**src/rtl/relu_maxpool.sv**
```systemverilog
// relu_maxpool: streaming ReLU + 2x2/stride-2 max-pool over an m x m raster map.
// Ports: clk, global_rst (sync, active-high), ce, conv_op[31:0] signed,
//        valid_conv in; pool_op[31:0] (>=0), valid_pool pulse, end_pool sticky out.
module relu_maxpool #(
    parameter int m = 8
) (
    input  logic        clk,
    input  logic        global_rst,
    input  logic        ce,
    input  logic [31:0] conv_op,
    input  logic        valid_conv,
    output logic [31:0] pool_op,
    output logic        valid_pool,
    output logic        end_pool
);

    localparam int CW   = $clog2(m);
    localparam int HALF = m / 2;
    localparam int HW   = (HALF > 1) ? $clog2(HALF) : 1;

    logic [CW-1:0] col_q, col_d;
    logic [CW-1:0] row_q, row_d;
    logic [31:0]   hreg_q, hreg_d;
    logic [31:0]   rowbuf_q [HALF];
    logic [31:0]   rowbuf_d [HALF];
    logic [31:0]   pool_q, pool_d;
    logic          valid_q, valid_d;
    logic          end_q, end_d;

    logic          acc;
    logic          last_col;
    logic          last_row;
    logic [31:0]   v;
    logic [31:0]   pair;
    logic [HW-1:0] idx;

    function automatic logic [31:0] umax(input logic [31:0] a,
                                         input logic [31:0] b);
        return (a > b) ? a : b;
    endfunction

    // Once the map is complete, further input is ignored until reset.
    assign acc      = ce & valid_conv & ~end_q;
    assign last_col = (col_q == CW'(m - 1));
    assign last_row = (row_q == CW'(m - 1));
    assign v        = conv_op[31] ? 32'd0 : conv_op;
    assign pair     = umax(hreg_q, v);
    assign idx      = HW'(col_q >> 1);

    always_comb begin
        col_d    = col_q;
        row_d    = row_q;
        hreg_d   = hreg_q;
        rowbuf_d = rowbuf_q;
        pool_d   = pool_q;
        valid_d  = 1'b0;
        end_d    = end_q;
        if (acc) begin
            if (last_col) begin
                col_d = '0;
                row_d = last_row ? '0 : row_q + 1'b1;
            end else begin
                col_d = col_q + 1'b1;
            end
            if (!col_q[0]) begin
                hreg_d = v;
            end else if (!row_q[0]) begin
                // Even row: park the horizontal pair max for the row below.
                rowbuf_d[idx] = pair;
            end else begin
                pool_d  = umax(rowbuf_q[idx], pair);
                valid_d = 1'b1;
                end_d   = last_row & last_col;
            end
        end
    end

    always_ff @(posedge clk) begin
        if (global_rst) begin
            col_q   <= '0;
            row_q   <= '0;
            hreg_q  <= '0;
            pool_q  <= '0;
            valid_q <= 1'b0;
            end_q   <= 1'b0;
            for (int i = 0; i < HALF; i++) begin
                rowbuf_q[i] <= '0;
            end
        end else begin
            col_q    <= col_d;
            row_q    <= row_d;
            hreg_q   <= hreg_d;
            rowbuf_q <= rowbuf_d;
            pool_q   <= pool_d;
            valid_q  <= valid_d;
            end_q    <= end_d;
        end
    end

    assign pool_op    = pool_q;
    assign valid_pool = valid_q;
    assign end_pool   = end_q;

endmodule

```
**config.mk**
```make
export PLATFORM = sky130hd
export DESIGN_NAME = relu_maxpool
export DESIGN_NICKNAME = d
export VERILOG_FILES = /design/src/rtl/relu_maxpool.sv
export SDC_FILE = /design/constraint.sdc
export NUM_CORES = 1
export LEC_CHECK = 0
export CORE_ASPECT_RATIO = 1.1
export CORE_UTILIZATION = 50
export DETAILED_ROUTE_END_ITERATION = 7
export PLACE_DENSITY = 0.78
export SYNTH_ARGS = -nofsm -noshare
export SYNTH_HDL_FRONTEND = slang
export SYNTH_SLANG_ARGS = --single-unit
```
**constraint.sdc**
```tcl
create_clock -name clk -period 5.9 [get_ports clk]
set_input_delay 1.77 -clock clk [delete_from_list [all_inputs] [get_ports clk]]
set_output_delay 1.77 -clock clk [all_outputs]
set_load 0.02 [all_outputs]
```
== Yosys cells after proc, flatten, opt, wreduce, memory -nomap -nowiden ==
Cells that the tools add are included.

* Register bits: 200
* Output and inout port bits: 34

* Equality and inequality tests: 2
* Order comparisons: 4
* Bitwise logic cells: 8
* Reduce and logical (&&, ||, !) cells: 6
* Multiplexer cells: 12
* Add/sub/neg operators: 2

{| class="wikitable"
|+ Operators with widths
! kind !! number
|-
| $mux 32 || 5
|-
| $bwmux 128 || 1
|-
| $bmux 32 s2 || 1
|-
| $demux 32 s2 || 1
|-
| $gt 32x31->1 || 1
|-
| $gt 32x32->1 || 1
|-
| $mux 31 || 1
|-
| $add 3x1->3 const B || 2
|-
| $eq 3x3->1 const B || 2
|-
| $mux 3 || 2
|-
| $reduce_and 3->1 || 2
|-
| $not 1->1 || 4
|-
| $reduce_and 2->1 || 2
|-
| $and 1x1->1 || 3
|-
| $ge 3x3->1 const B || 1
|-
| $lt 3x1->1 const B || 1
|-
| $not 2->3 || 1
|-
| $reduce_or 3->1 || 1
|-
| $logic_and 1x1->1 || 1
|-
| $mux 1 || 1
|}

== Logic depth before layout (Yosys ltp) ==
* Depth in word-level cells: 6
* Mapped depth: 22
* Depth with buffers taken out: 18

== Worst setup path after synthesis ==
Ideal clock, no wire load.

* Kind: input-to-reg
* Start: input conv_op[31]
* End: register pool_q[10] (netlist: pool_op[10])
* Arrival: 5.936 ns
* Cell stages on the path: 20
* Setup time: 0.083 ns
* Buffers on the path: 4
* Path slack: -0.119 ns
* Cells stage by stage: clkbuf_1 nor2b_1 inv_1 ha_1 nand4_1 nor4_1 nand2_1 o22ai_1 buf_4 mux2i_1 ha_1 a21o_1 a21oi_1 o22ai_1 a211oi_1 o21ai_2 or4_1 buf_2 buf_6 o221ai_1

* Cells in the longest elaborated chain, start to end: 5

{| class="wikitable"
|+ RTL lines
! what !! line !! RTL
|-
| start, declared || 10 || <nowiki>input logic [31:0] conv_op,</nowiki>
|-
| $mux 31 (*) || 46 || <nowiki>assign v = conv_op[31] ? 32'd0 : conv_op;</nowiki>
|-
| $gt 32x31->1 || 39 || <nowiki>return (a > b) ? a : b;</nowiki>
|-
| $mux 32 (*) || 39 ||
|-
| $gt 32x32->1 || 39 ||
|-
| $mux 32 (*) || 39 ||
|-
| end signal, assigned || 94 || <nowiki>pool_q <= pool_d;</nowiki>
|-
| end, declared || 26 || <nowiki>logic [31:0] pool_q, pool_d;</nowiki>
|}

Mark *: on every way between the ends. The rest lies on a longest branch, timed or not.
A chain may end at the register's enable or synchronous reset.

== Worst setup path after layout ==
* Start: input conv_op[31]
* End: register pool_q[30] (netlist: pool_op[30])

The elaborated chain is that of the path after synthesis.

==> impl_metrics.xml <==
<?xml version="1.0" encoding="UTF-8"?>
<metrics>
  <group name="critical_path">
    <metric name="critical_path.cell_chain" unit="">buf_12 -&gt; buf_16 -&gt; buf_4 -&gt; nor2b_4 -&gt; inv_2 -&gt; ha_4 -&gt; nor2b_4 -&gt; o211a_1 -&gt; o21ai_2 -&gt; a31oi_4 -&gt; o22ai_4 -&gt; buf_12 -&gt; buf_12 -&gt; buf_4 -&gt; mux2i_2 -&gt; ha_1 -&gt; nand4_1 -&gt; nor3_2 -&gt; nand3_2 -&gt; nand3b_1 -&gt; a21oi_2 -&gt; or4_4 -&gt; buf_6 -&gt; o221ai_1</metric>
    <metric name="critical_path.reg2reg.startpoint" unit="">hreg_q[9]</metric>
    <metric name="critPathMostFrequentCell" unit="">buf_12</metric>
    <metric name="r2r_cells" unit="">20</metric>
    <metric name="worstSetupEndpointType" unit="">flop</metric>
    <metric name="cp_top_family" unit="">simple AND/OR/NAND/NOR gates</metric>
    <metric name="r2r_end" unit="">pool_op[30]</metric>
    <metric name="cp_slowest_cell" unit="">or4_4</metric>
    <metric name="regToRegSetupSlack" unit="ns">1.01</metric>
    <metric name="critPathLaunchType" unit="">input pin</metric>
    <metric name="crit_path_max_incr_delay" unit="ns">0.59</metric>
    <metric name="critical_path.n_buffers_inverters" unit="">8</metric>
    <metric name="critical_path_arrival" unit="ns">6.55</metric>
    <metric name="cp_data_required_time" unit="ns">6.26</metric>
    <metric name="critPathKind" unit="">input pin to flop</metric>
    <metric name="crit_path_max_fanout" unit="">11</metric>
  </group>
  <group name="layout">
    <metric name="finish.instance_area" unit="mm²">0.0134</metric>
    <metric name="area.growth.synth_to_final" unit="%">37.0</metric>
    <metric name="num_antenna_cells" unit="">0</metric>
    <metric name="finish.net_count" unit="">1352</metric>
    <metric name="layout.cells.non_filler" unit="">1510</metric>
    <metric name="utilization" unit="">0.701</metric>
    <metric name="layout-drive-gt1-share" unit="">0.283</metric>
  </group>
  <group name="logic_synthesis">
    <metric name="mappedNetlistNets" unit="">1199</metric>
    <metric name="yosysTopAreaCellShare" unit="">0.396</metric>
    <metric name="synth_compound_area_frac" unit="">0.184</metric>
    <metric name="multiplexer_fraction_of_the_synthesized_cell_area" unit="">0.103</metric>
    <metric name="synth_area_per_cell" unit="µm²">8.94</metric>
    <metric name="synth_async_sr_flop_share" unit="">0</metric>
    <metric name="synthSimpleGateAreaFrac" unit="">0.181</metric>
    <metric name="number_of_warnings_printed_during_yosys_synthesis" unit="">0</metric>
    <metric name="synth_xor_xnor_area_share" unit="">0</metric>
    <metric name="netlist.top_cell.by_area" unit="">dfxtp_1</metric>
    <metric name="synth-seq-cells" unit="">194</metric>
    <metric name="syn-instance-count" unit="">1097</metric>
    <metric name="synth.top_cells.by_count" unit="">194 x dfxtp_1, 163 x nor2_1, 126 x a211oi_1, 111 x nand2_1, 73 x clkbuf_1</metric>
    <metric name="unique_cell_type_count_in_the_yosys_netlist" unit="">41</metric>
    <metric name="post_synth_adder_cell_area" unit="">0.0842</metric>
    <metric name="yosysSeqAreaShare" unit="">0.396</metric>
    <metric name="synth_top_cells_by_area" unit="">dfxtp_1 40%, a211oi_1 9.6%, ha_1 8.4%, mux4_2 7.1%, nor2_1 6.2%</metric>
    <metric name="synthFlopType" unit="">dfxtp_1</metric>
    <metric name="dominant_combinational_cell_family_by_area_after_synthesis" unit="">compound AO/OA/AOI/OAI gates</metric>
    <metric name="synth_enable_flop_cells" unit="">0</metric>
    <metric name="post-synth-top-count-cell" unit="">dfxtp_1</metric>
    <metric name="post_synth_instance_area" unit="mm²">0.00981</metric>
  </group>
  <group name="pwr">
    <metric name="power.internal" unit="mW">2.24</metric>
    <metric name="p_comb_frac" unit="">0.175</metric>
    <metric name="power.ir.vdd_worst" unit="V">0.000221</metric>
    <metric name="power.density_cell_area" unit="mW/mm²">229</metric>
    <metric name="power_switching_share" unit="">0.271</metric>
    <metric name="finalPower" unit="mW">3.08</metric>
    <metric name="switchingPower" unit="mW">0.832</metric>
    <metric name="share_clk_of_total_power" unit="">0.388</metric>
    <metric name="power.leakage" unit="nW">4.90</metric>
    <metric name="power_frac_seq" unit="">0.436</metric>
  </group>
  <group name="detailed_routing">
    <metric name="num_vias" unit="">9520</metric>
    <metric name="avgViaCountPerCell" unit="">6.30</metric>
    <metric name="detail_route.iter0.violations" unit="">1256</metric>
    <metric name="drt_wl_total" unit="mm">33.4</metric>
    <metric name="routed_wire_length_per_instance" unit="µm">22.1</metric>
    <metric name="detail-route-antenna-nets" unit="">0</metric>
    <metric name="drt_drc_violations_left" unit="">0</metric>
    <metric name="drt_pass1_iterations" unit="">6</metric>
  </group>
  <group name="timing">
    <metric name="final_worst_path_cycle_share" unit="">1.05</metric>
    <metric name="timing_hold_violations_final" unit="">0</metric>
    <metric name="final_period_minus_worst_setup_slack" unit="ns">6.19</metric>
    <metric name="timing.fmax" unit="MHz">162</metric>
    <metric name="grt_setup_unrepaired" unit="">yes</metric>
    <metric name="slew-limit-headroom" unit="">0.348</metric>
    <metric name="worst_slew_pin_slew" unit="ns">0.977</metric>
    <metric name="finalMaxSlewViolations" unit="">0</metric>
    <metric name="skew" unit="ns">0.0108</metric>
    <metric name="fin_hold_ws" unit="ns">0.464</metric>
    <metric name="final.setup.worst_slack" unit="ns">-0.290</metric>
    <metric name="setup_viol" unit="">31</metric>
  </group>
  <group name="place">
    <metric name="hpwlAfterDp" unit="mm">16.5</metric>
    <metric name="place_congestion" unit="">0.836</metric>
    <metric name="port_buffers" unit="">68</metric>
    <metric name="postPlaceCellArea" unit="mm²">0.0114</metric>
    <metric name="cell_total_after_placement" unit="">1430</metric>
  </group>
  <group name="floorplanning">
    <metric name="initial_core_util" unit="">0.512</metric>
    <metric name="die_area" unit="mm²">0.0202</metric>
    <metric name="total_number_of_placement_rows" unit="">53</metric>
    <metric name="core_area" unit="mm²">0.0192</metric>
    <metric name="die_w" unit="µm">136</metric>
    <metric name="top_level_port_count" unit="">70</metric>
    <metric name="vertical_die_dimension" unit="µm">149</metric>
  </group>
  <group name="outcome">
    <metric name="run_status" unit="">finished, violations left</metric>
    <metric name="failed_checks" unit="">negative setup slack</metric>
  </group>
  <group name="min_path">
    <metric name="timing.hold.worst.start" unit="">row_q[1]</metric>
    <metric name="worst_hold_path.num_cells" unit="">2</metric>
    <metric name="hp-class" unit="">flop to flop</metric>
    <metric name="sink_of_the_worst_hold_path" unit="">row_q[1]</metric>
  </group>
  <group name="clock_tree">
    <metric name="cts_htree_levels" unit="">4</metric>
    <metric name="cts_sinks" unit="">194</metric>
    <metric name="root_buffer" unit="">clkbuf_16</metric>
    <metric name="clkLatencyLatePin" unit="ns">0.45</metric>
    <metric name="cts_made_buffers" unit="">17</metric>
    <metric name="tritoncts_clock_tree" unit="">done</metric>
    <metric name="cts.clk_slew.worst_paths" unit="ns">0.07</metric>
    <metric name="cts_max_path_buffers" unit="">2</metric>
  </group>
  <group name="global_routing">
    <metric name="grt_util_all_layers" unit="">0.295</metric>
    <metric name="grt_start_max_net_pins" unit="">103</metric>
    <metric name="grt_pass1_wl" unit="mm">46.2</metric>
    <metric name="antenna_found_initial" unit="">0</metric>
    <metric name="grt_remaining_overflow" unit="">0</metric>
    <metric name="first_global_vias" unit="">8783</metric>
  </group>
  <group name="job">
    <metric name="cap_viol_max_count" unit="">0</metric>
  </group>
</metrics>
-- per-layer routing --
metal | wire [µm] | global-route usage | share of wire
met4 | 1760 | 0.147 | 0.053
met5 | 0 | 0 | 0
met3 | 2650 | 0.0421 | 0.079
met1 | 12700 | 0.387 | 0.38
met2 | 16300 | 0.472 | 0.49
-- placed cells by master, fill, tap and decap left out, types with 17 or more instances in the layout --
cell             Yosys  routed
a211oi_1           126     125
a21oi_1             59      54
buf_4                4     133
clkbuf_16            0      18
clkdlybuf4s50_1      0      42
dfxtp_1            194     193
dlygate4sd2_1        0      20
ha_1                66      33
ha_4                 0      32
inv_1               35      18
inv_2                0      17
mux4_2              31      31
nand2_1            111     103
nand3b_1            39      39
nor2_1             163     160
nor2b_4              0      25
o211ai_1            27      27
o21ai_0             34      30
-- sequential cells by signal, summed over array words and instances (netlist names) --
name / cells
col_q: 3
hreg_q: 31
row_q: 3
end_pool: 1
rowbuf_q: 124
valid_pool: 1
pool_op: 31
-- cell type report --
class	instances	area (µm²)
multi-input cells	780	6470
flip-flops and latches	194	3890
clock inverters	11	128
well taps	247	309
fillers	1263	5730
inverters	35	131
clock buffers	21	470
repair buffers	222	2040
-- metrics by stage --
stage                     worst slack (ns)  setup TNS [ns]
final                               -0.290           -6.90
after global placement              -0.812          -24.62
after detailed placement            -0.967          -28.76
after CTS                         -0.00223        -0.00651
after floorplan                     0.0197               0
after global routing                -0.439          -10.79
-- repair_timing --
action	in CTS	in global routing
buffers inserted	22	27
gates resized for setup	135	73
cloned	5	1
endpoints found under the setup margin	31	31
pin swaps	21	38
hold buffers	0	0
endpoints found under the hold margin	0	0
-- kinds of logic after synthesis --
group	Yosys count
fa+ha+maj	66
other cells	1
mux	62
flops	194
compound gates	269
simple gates	382
buf+inv	123
-- power groups by stage --
| stage | logic (mW) | registers (mW) | clock network [mW] |
|---|---|---|---|
| 2_1_floorplan | 0.220 | 1.36 | 0 |
| 3_5_place_dp | 0.363 | 1.37 | 0 |
| 4_1_cts | 0.440 | 1.34 | 1.19 |
| 5_1_grt | 0.564 | 1.34 | 1.24 |
| 3_3_place_gp | 0.355 | 1.37 | 0 |
| 6_report | 0.539 | 1.34 | 1.19 |
-- worst max-delay path by stage --
stage	start	to	slack (ns)	cells past startpoint
2_1_floorplan	conv_op[31]	pool_op[10]	0.02	21
4_1_cts	conv_op[6]	pool_op[24]	-0.002	23
5_1_grt	conv_op[31]	pool_op[30]	-0.44	23
3_5_place_dp	conv_op[31]	pool_op[9]	-0.97	23
3_3_place_gp	conv_op[31]	pool_op[17]	-0.81	23
6_report	conv_op[31]	pool_op[30]	-0.29	24
-- tightest hold or removal path, cell delays in order, from the launching register on --
cell and delay (ns):
dfxtp_1 0.32, nand2_1 0.05, a21oi_1 0.05
(Power assumes the default switching activity.)
